<file path="config.mk">
export PLATFORM = sky130hd
export DESIGN_NAME = cache_mshr
export DESIGN_NICKNAME = d
export VERILOG_FILES = /design/src/rtl/cache_mshr.sv
export SDC_FILE = /design/constraint.sdc
export NUM_CORES = 1
export LEC_CHECK = 0
export ABC_AREA = 1
export CORE_MARGIN = 1
export CORE_UTILIZATION = 40
export DETAILED_ROUTE_END_ITERATION = 6
export GPL_ROUTABILITY_DRIVEN = 0
export SKIP_LAST_GASP = 1
export SYNTH_ARGS = -nofsm -noshare
export SYNTH_HDL_FRONTEND = slang
export SYNTH_SLANG_ARGS = --single-unit
</file>
<file path="constraint.sdc">
create_clock -name clk -period 3.3 [get_ports clk]
set_input_delay 0.825 -clock clk [delete_from_list [all_inputs] [get_ports clk]]
set_output_delay 0.825 -clock clk [all_outputs]
set_load 0.005 [all_outputs]
</file>
<file path="src/rtl/cache_mshr.sv">
// Miss status holding registers: tracks outstanding line misses, issues victim write-backs
// and line reads to L2, and returns fills to the data/tag update path.
module cache_mshr #(
    parameter int unsigned N_ENTRIES = 4,
    parameter int unsigned ADDR_W    = 32,
    parameter int unsigned OFF_W     = 6
) (
    input  logic                         clk,
    input  logic                         rst_n,
    input  logic                         alloc_valid,
    input  logic [ADDR_W-1:0]            alloc_addr,
    input  logic [3:0]                   alloc_way,
    input  logic [2:0]                   alloc_op,
    input  logic                         alloc_wb,
    input  logic [ADDR_W-1:0]            alloc_wb_addr,
    input  logic [ADDR_W-1:0]            lookup_addr,
    output logic                         mshr_hit,
    output logic                         full,
    output logic                         overflow,
    output logic                         l2_req_valid,
    input  logic                         l2_req_ready,
    output logic [ADDR_W-1:0]            l2_req_addr,
    output logic                         l2_req_wb,
    output logic [$clog2(N_ENTRIES)-1:0] l2_req_id,
    input  logic                         l2_rsp_valid,
    input  logic [$clog2(N_ENTRIES)-1:0] l2_rsp_id,
    output logic                         fill_valid,
    output logic [ADDR_W-1:0]            fill_addr,
    output logic [3:0]                   fill_way,
    output logic [2:0]                   fill_op
);
    localparam int unsigned IDW   = $clog2(N_ENTRIES);
    localparam int unsigned TAG_W = ADDR_W - OFF_W;

    typedef enum logic [1:0] {StFree, StWbReq, StRdReq, StWait} state_e;

    state_e           st_q     [N_ENTRIES];
    state_e           st_d     [N_ENTRIES];
    logic [TAG_W-1:0] tag_q    [N_ENTRIES];
    logic [TAG_W-1:0] tag_d    [N_ENTRIES];
    logic [TAG_W-1:0] wb_tag_q [N_ENTRIES];
    logic [TAG_W-1:0] wb_tag_d [N_ENTRIES];
    logic [3:0]       way_q    [N_ENTRIES];
    logic [3:0]       way_d    [N_ENTRIES];
    logic [2:0]       op_q     [N_ENTRIES];
    logic [2:0]       op_d     [N_ENTRIES];

    logic             full_q, full_d, overflow_q, overflow_d;
    logic             req_valid_q, req_valid_d, req_wb_q, req_wb_d;
    logic [TAG_W-1:0] req_tag_q, req_tag_d;
    logic [IDW-1:0]   req_id_q, req_id_d;
    logic             fill_valid_q, fill_valid_d;
    logic [TAG_W-1:0] fill_tag_q, fill_tag_d;
    logic [3:0]       fill_way_q, fill_way_d;
    logic [2:0]       fill_op_q, fill_op_d;

    logic             any_free, accept, rsp_hit;
    logic [IDW-1:0]   free_id;

    always_comb begin
        any_free = 1'b0;
        free_id  = '0;
        // Free slot is chosen from the registered view, so a slot freed this cycle waits a cycle
        for (int i = N_ENTRIES - 1; i >= 0; i--) begin
            if (st_q[i] == StFree) begin
                any_free = 1'b1;
                free_id  = IDW'(i);
            end
        end
        accept  = req_valid_q & l2_req_ready;
        rsp_hit = l2_rsp_valid && (32'(l2_rsp_id) < N_ENTRIES) && (st_q[l2_rsp_id] == StWait);
    end

    always_comb begin
        st_d         = st_q;
        tag_d        = tag_q;
        wb_tag_d     = wb_tag_q;
        way_d        = way_q;
        op_d         = op_q;
        fill_valid_d = 1'b0;
        fill_tag_d   = fill_tag_q;
        fill_way_d   = fill_way_q;
        fill_op_d    = fill_op_q;
        overflow_d   = overflow_q | (alloc_valid & ~any_free);

        if (accept) begin
            st_d[req_id_q] = (st_q[req_id_q] == StWbReq) ? StRdReq : StWait;
        end
        if (rsp_hit) begin
            st_d[l2_rsp_id] = StFree;
            fill_valid_d    = 1'b1;
            fill_tag_d      = tag_q[l2_rsp_id];
            fill_way_d      = way_q[l2_rsp_id];
            fill_op_d       = op_q[l2_rsp_id];
        end
        if (alloc_valid && any_free) begin
            st_d[free_id]     = alloc_wb ? StWbReq : StRdReq;
            tag_d[free_id]    = alloc_addr[ADDR_W-1:OFF_W];
            wb_tag_d[free_id] = alloc_wb_addr[ADDR_W-1:OFF_W];
            way_d[free_id]    = alloc_way;
            op_d[free_id]     = alloc_op;
        end

        full_d = 1'b1;
        for (int i = 0; i < N_ENTRIES; i++) begin
            if (st_d[i] == StFree) full_d = 1'b0;
        end

        req_valid_d = req_valid_q;
        req_wb_d    = req_wb_q;
        req_tag_d   = req_tag_q;
        req_id_d    = req_id_q;
        // A presented request is frozen until accepted; otherwise pick the lowest pending entry
        if (!req_valid_q || accept) begin
            req_valid_d = 1'b0;
            for (int i = N_ENTRIES - 1; i >= 0; i--) begin
                if (st_d[i] == StWbReq || st_d[i] == StRdReq) begin
                    req_valid_d = 1'b1;
                    req_id_d    = IDW'(i);
                    req_wb_d    = (st_d[i] == StWbReq);
                    req_tag_d   = (st_d[i] == StWbReq) ? wb_tag_d[i] : tag_d[i];
                end
            end
        end
    end

    always_comb begin
        mshr_hit = 1'b0;
        for (int i = 0; i < N_ENTRIES; i++) begin
            if (st_q[i] != StFree && tag_q[i] == lookup_addr[ADDR_W-1:OFF_W]) mshr_hit = 1'b1;
        end
    end

    always_ff @(posedge clk or negedge rst_n) begin
        if (!rst_n) begin
            for (int i = 0; i < N_ENTRIES; i++) begin
                st_q[i]     <= StFree;
                tag_q[i]    <= '0;
                wb_tag_q[i] <= '0;
                way_q[i]    <= '0;
                op_q[i]     <= '0;
            end
            full_q       <= 1'b0;
            overflow_q   <= 1'b0;
            req_valid_q  <= 1'b0;
            req_wb_q     <= 1'b0;
            req_tag_q    <= '0;
            req_id_q     <= '0;
            fill_valid_q <= 1'b0;
            fill_tag_q   <= '0;
            fill_way_q   <= '0;
            fill_op_q    <= '0;
        end else begin
            st_q         <= st_d;
            tag_q        <= tag_d;
            wb_tag_q     <= wb_tag_d;
            way_q        <= way_d;
            op_q         <= op_d;
            full_q       <= full_d;
            overflow_q   <= overflow_d;
            req_valid_q  <= req_valid_d;
            req_wb_q     <= req_wb_d;
            req_tag_q    <= req_tag_d;
            req_id_q     <= req_id_d;
            fill_valid_q <= fill_valid_d;
            fill_tag_q   <= fill_tag_d;
            fill_way_q   <= fill_way_d;
            fill_op_q    <= fill_op_d;
        end
    end

    assign full         = full_q;
    assign overflow     = overflow_q;
    assign l2_req_valid = req_valid_q;
    assign l2_req_addr  = {req_tag_q, {OFF_W{1'b0}}};
    assign l2_req_wb    = req_wb_q;
    assign l2_req_id    = req_id_q;
    assign fill_valid   = fill_valid_q;
    assign fill_addr    = {fill_tag_q, {OFF_W{1'b0}}};
    assign fill_way     = fill_way_q;
    assign fill_op      = fill_op_q;
endmodule

</file>
==> results of run 1 <==
## what timing repair did
action,in CTS,in global routing
setup endpoints to repair,1,31
cloned,0,1
gates resized for setup,38,7
buffers inserted,0,2
pin swaps,2,2
## final timing paths
path,startpoint,to,slack (ns),cells after the start
worst max-delay path,lookup_addr[24],mshr_hit,0.13,10
worst min-delay path,rst_n,fill_way[3]$_DFFE_PN0N_,0.26,1
worst max register to register,l2_req_id[0]$_DFFE_PN0P_,req_tag_q[8]$_DFFE_PN0P_,0.33,19
worst min register to register,wb_tag_q[25]$_DFF_PN0_,wb_tag_q[25]$_DFF_PN0_,0.46,2
max in group asynchronous,rst_n,wb_tag_q[93]$_DFF_PN0_,2.21,2
min in group clk,wb_tag_q[25]$_DFF_PN0_,wb_tag_q[25]$_DFF_PN0_,0.46,2
## per-layer routing
layer | wire [µm] | share of wire (%) | GRT usage [%] | up-vias
li1 | - | - | - | 7543
met5 | 0 | 0 | 0 | -
met1 | 28020 | 44 | 45.01 | 7938
met3 | 7164 | 11 | 7.686 | 177
met2 | 26030 | 41 | 43.48 | 1011
met4 | 2394 | 3.8 | 11.20 | 0
## logic make-up after synthesis
logic type / after synthesis
AO/OA/AOI/OAI: 301
XOR/XNOR: 22
adder cells (fa/ha/maj): 10
buffers and inverters: 265
flip-flops: 310
multiplexers: 7
other: 1
AND/OR/NAND/NOR: 1249
## cells in the mapped netlist, drive strengths merged, types with 9 or more instances
cell,n
clkbuf,57
xnor2,11
nor2,141
o22ai,55
a21oi,85
nand2,761
inv,133
buf,69
o21ai,109
xor2,11
dfrtp,310
nor3,9
a22oi,31
ha,10
nand3,329
## per-stage QoR
step | total power, µW | area, µm² | utilization [%] | cells
finish | 22870 | 20390 | 51.21 | 2931
global route | 24230 | 20390 | 51.21 | 2931
CTS | 22530 | 20340 | 51.08 | 2928
detailed placement | 18380 | 19150 | 48.08 | 2865
global placement | 18170 | 19150 | 48.08 | 2865
floorplan | 13070 | 16250 | - | 2176
## sequential cells by signal, summed over array words and instances, names as in the netlist
signal	cells
l2_req_id	2
fill_tag_q	26
full	1
fill_valid	1
l2_req_valid	1
op_q	12
st_q	8
overflow	1
req_tag_q	26
l2_req_wb	1
way_q	16
tag_q	104
fill_op	3
wb_tag_q	104
fill_way	4
## report_power, final
group	leakage [µW]	switching [µW]	internal, µW
logic	0.00573	7310	4520
clock network	0.000591	1620	2440
registers	0.00383	1420	5560
total	0.0101	10400	12500
## worst register-to-register path, cell delays in order, from the launching register on
cell	delay, ns
dfrtp_1	0.45
inv_1	0.11
nand2_1	0.15
nor2_1	0.06
nor2_1	0.08
o21ai_0	0.08
nand2_1	0.15
nand2_1	0.07
o21ai_0	0.07
nand2_1	0.08
a21oi_2	0.18
inv_2	0.04
ha_1	0.38
nor2_2	0.19
a31oi_4	0.11
buf_4	0.17
clkbuf_16	0.20
buf_4	0.16
nor2_1	0.09
a21oi_1	0.05
## placed cells by master, fill, tap and decap left out, drive strengths merged
cell / synthesis / routed
nor3: 9 / 9
bufinv: 0 / 2
a31oi: 1 / 1
nor2: 141 / 141
xnor2: 11 / 11
buf: 69 / 134
o211ai: 4 / 4
o2111ai: 2 / 2
a22oi: 31 / 31
clkbuf: 57 / 57
nand4: 7 / 7
dfrtp: 310 / 310
a221oi: 4 / 4
inv: 133 / 133
dlygate4sd2: 0 / 23
a22o: 1 / 1
o221a: 2 / 2
o21a: 3 / 3
o221ai: 2 / 2
o22ai: 55 / 55
dlymetal6s2s: 0 / 2
ha: 10 / 10
conb: 1 / 12
nand2: 761 / 761
nor4: 1 / 1
and2: 1 / 1
mux2: 7 / 7
nand3: 329 / 329
clkinv: 6 / 12
o21ai: 109 / 109
xor2: 11 / 11
o2bb2ai: 1 / 1
clkdlybuf4s50: 0 / 132
a21oi: 85 / 85
a31o: 1 / 1
## cell type report
cell class                      instances  area [µm²]  share of cell area [%]
Clock inverter                          8       101.3                  0.4969
Timing Repair Buffer                  293        2849                   13.97
Multi-Input combinational cell       1601        7411                   36.34
Sequential cell                       310        7757                   38.04
Tap cell                              525       656.9                   3.221
Inverter                              139       524.3                   2.571
Clock buffer                           55        1095                   5.368
==> results.yml, run 1 <==
run_status:
  status: "finished, violations left"
  violations: "design-rule violations"
setup_path:
  cp_data_required_time_ns: 2.47
  path_cells: "clkdlybuf4s50_1 -> buf_6 -> xnor2_1 -> o221ai_1 -> nor2_1 -> nand3_1 -> nor2_1 -> nor2_1 -> nand2_1 -> clkbuf_2"
  crit_arrival_ns: 2.35
  path_delay_family: "buffers and inverters"
  worstSetupEndpointType: "output port"
  critPathBufInv: 3
  critPathMaxStageDelay_ns: 0.47
  crit_type: "in -> out"
  path_max_fanout: 6
  crit_top_cell: "nor2_1"
  cp-start-kind: "input pin"
  slowest_stage: "clkdlybuf4s50_1"
synthesis:
  synth_edf_count: 0
  synth_compound_area_share_pct: 10.67
  yosys.area_share.adder_pct: 0.7718
  ys_ff_latch: 310
  netlist_instances: 2165
  synthTopCellsByArea: "dfrtp_1, nand2_1, nand3_1"
  yosys.area.top_type: "dfrtp_1"
  synth_area_um2: 16210
  syn_area_per_cell_um2: 7.488
  synthMuxAreaShare_pct: 0.4863
  synth-simple-area-share_pct: 31.88
  synth-xor-area-share_pct: 1.189
  synth_top_family_by_area: "simple AND/OR/NAND/NOR gates"
  async_flop_share_pct: 100.0
  yosysTopAreaCellShare_pct: 47.85
  synth_flop_cell: "dfrtp_1"
  synth_seq_area_share_pct: 47.85
  synth.distinct_cells: 42
  yosysWarnings: 0
sta:
  worst_slew_margin_rel_pct: 46.12
  timing.fmax_mhz: 315.3
  rsz0062_at_grt: "no"
  period_share_pct: 96.11
  setup_viol: 0
  finClkSkew_ns: 0.02511
  finalHoldViolCount: 0
  fin_tns_setup_ns: 0
  drv_slew: 0
  hold_slack_ns: 0.2648
  worstMarginPinSlew_ns: 0.8082
  post-route-min-period_ns: 3.172
  final.setup.worst_slack_ns: 0.1284
clock_tree:
  clockBufferDepth: 3
  cts_tree: "done"
  cts.root.buffer_cell: "clkbuf_16"
  clock_latency_ns: 0.56
  clk_pin_slew_worst_paths_ns: 0.05
  cts_hold_buf: 0
  htreeDepth: 2
  clock-sinks: 310
  cts_made_buffers: 36
route:
  wl_um: 63600
  ant_nets: 0
  first_iter_violations: 2035
  via_per_inst: 5.687
  first_pass_iters: 7
  wl_per_cell_um: 21.70
  via_count: 16670
  drt_drc_violations_left: 12
placed_design:
  dp_hpwl_um: 45060
  io_buffers: 159
  pre_cts_slack_ns: -0.4942
power_and_ir_drop:
  p_per_area_nw_per_um2: 1122
  ir_drop_mv: 0.6767
  p_leak_uw: 0.01015
worst_hold_path:
  min_path_type: "in -> async"
grt:
  grt_max_degree: 105
  grt_first_pass_wirelength_um: 96000
  antenna_found_initial: 0
  grt_overflow_total: 0
  track_usage_pct: 30.73
  grt_pass1_vias: 15740
floorplanning:
  coreArea_um2: 39820
  io_pins: 190
  rows: 73
  dieArea_um2: 41340
  fp.dieH_um: 203.3
  initial_core_util_pct: 40.71
  die_x_um: 203.3
final_layout:
  num-nets-final: 2502
  nFillCells: 3877
  antenna_cells: 0
  layout-drive-gt1-share_pct: 9.975
  area_growth_syn_to_layout_pct: 25.81
job:
  maxCapViolCount: 0
No activity file was read; power rests on OpenSTA's default activity.
==> run 2, diff against run 1 <==
--- a/config.mk
+++ b/config.mk
@@ -10,7 +10,6 @@
 export CORE_UTILIZATION = 40
 export DETAILED_ROUTE_END_ITERATION = 6
 export GPL_ROUTABILITY_DRIVEN = 0
-export SKIP_LAST_GASP = 1
 export SYNTH_ARGS = -nofsm -noshare
 export SYNTH_HDL_FRONTEND = slang
 export SYNTH_SLANG_ARGS = --single-unit
==> results of run 2 <==
No change in the layout: final DEF, timing and power equal those of run 1.
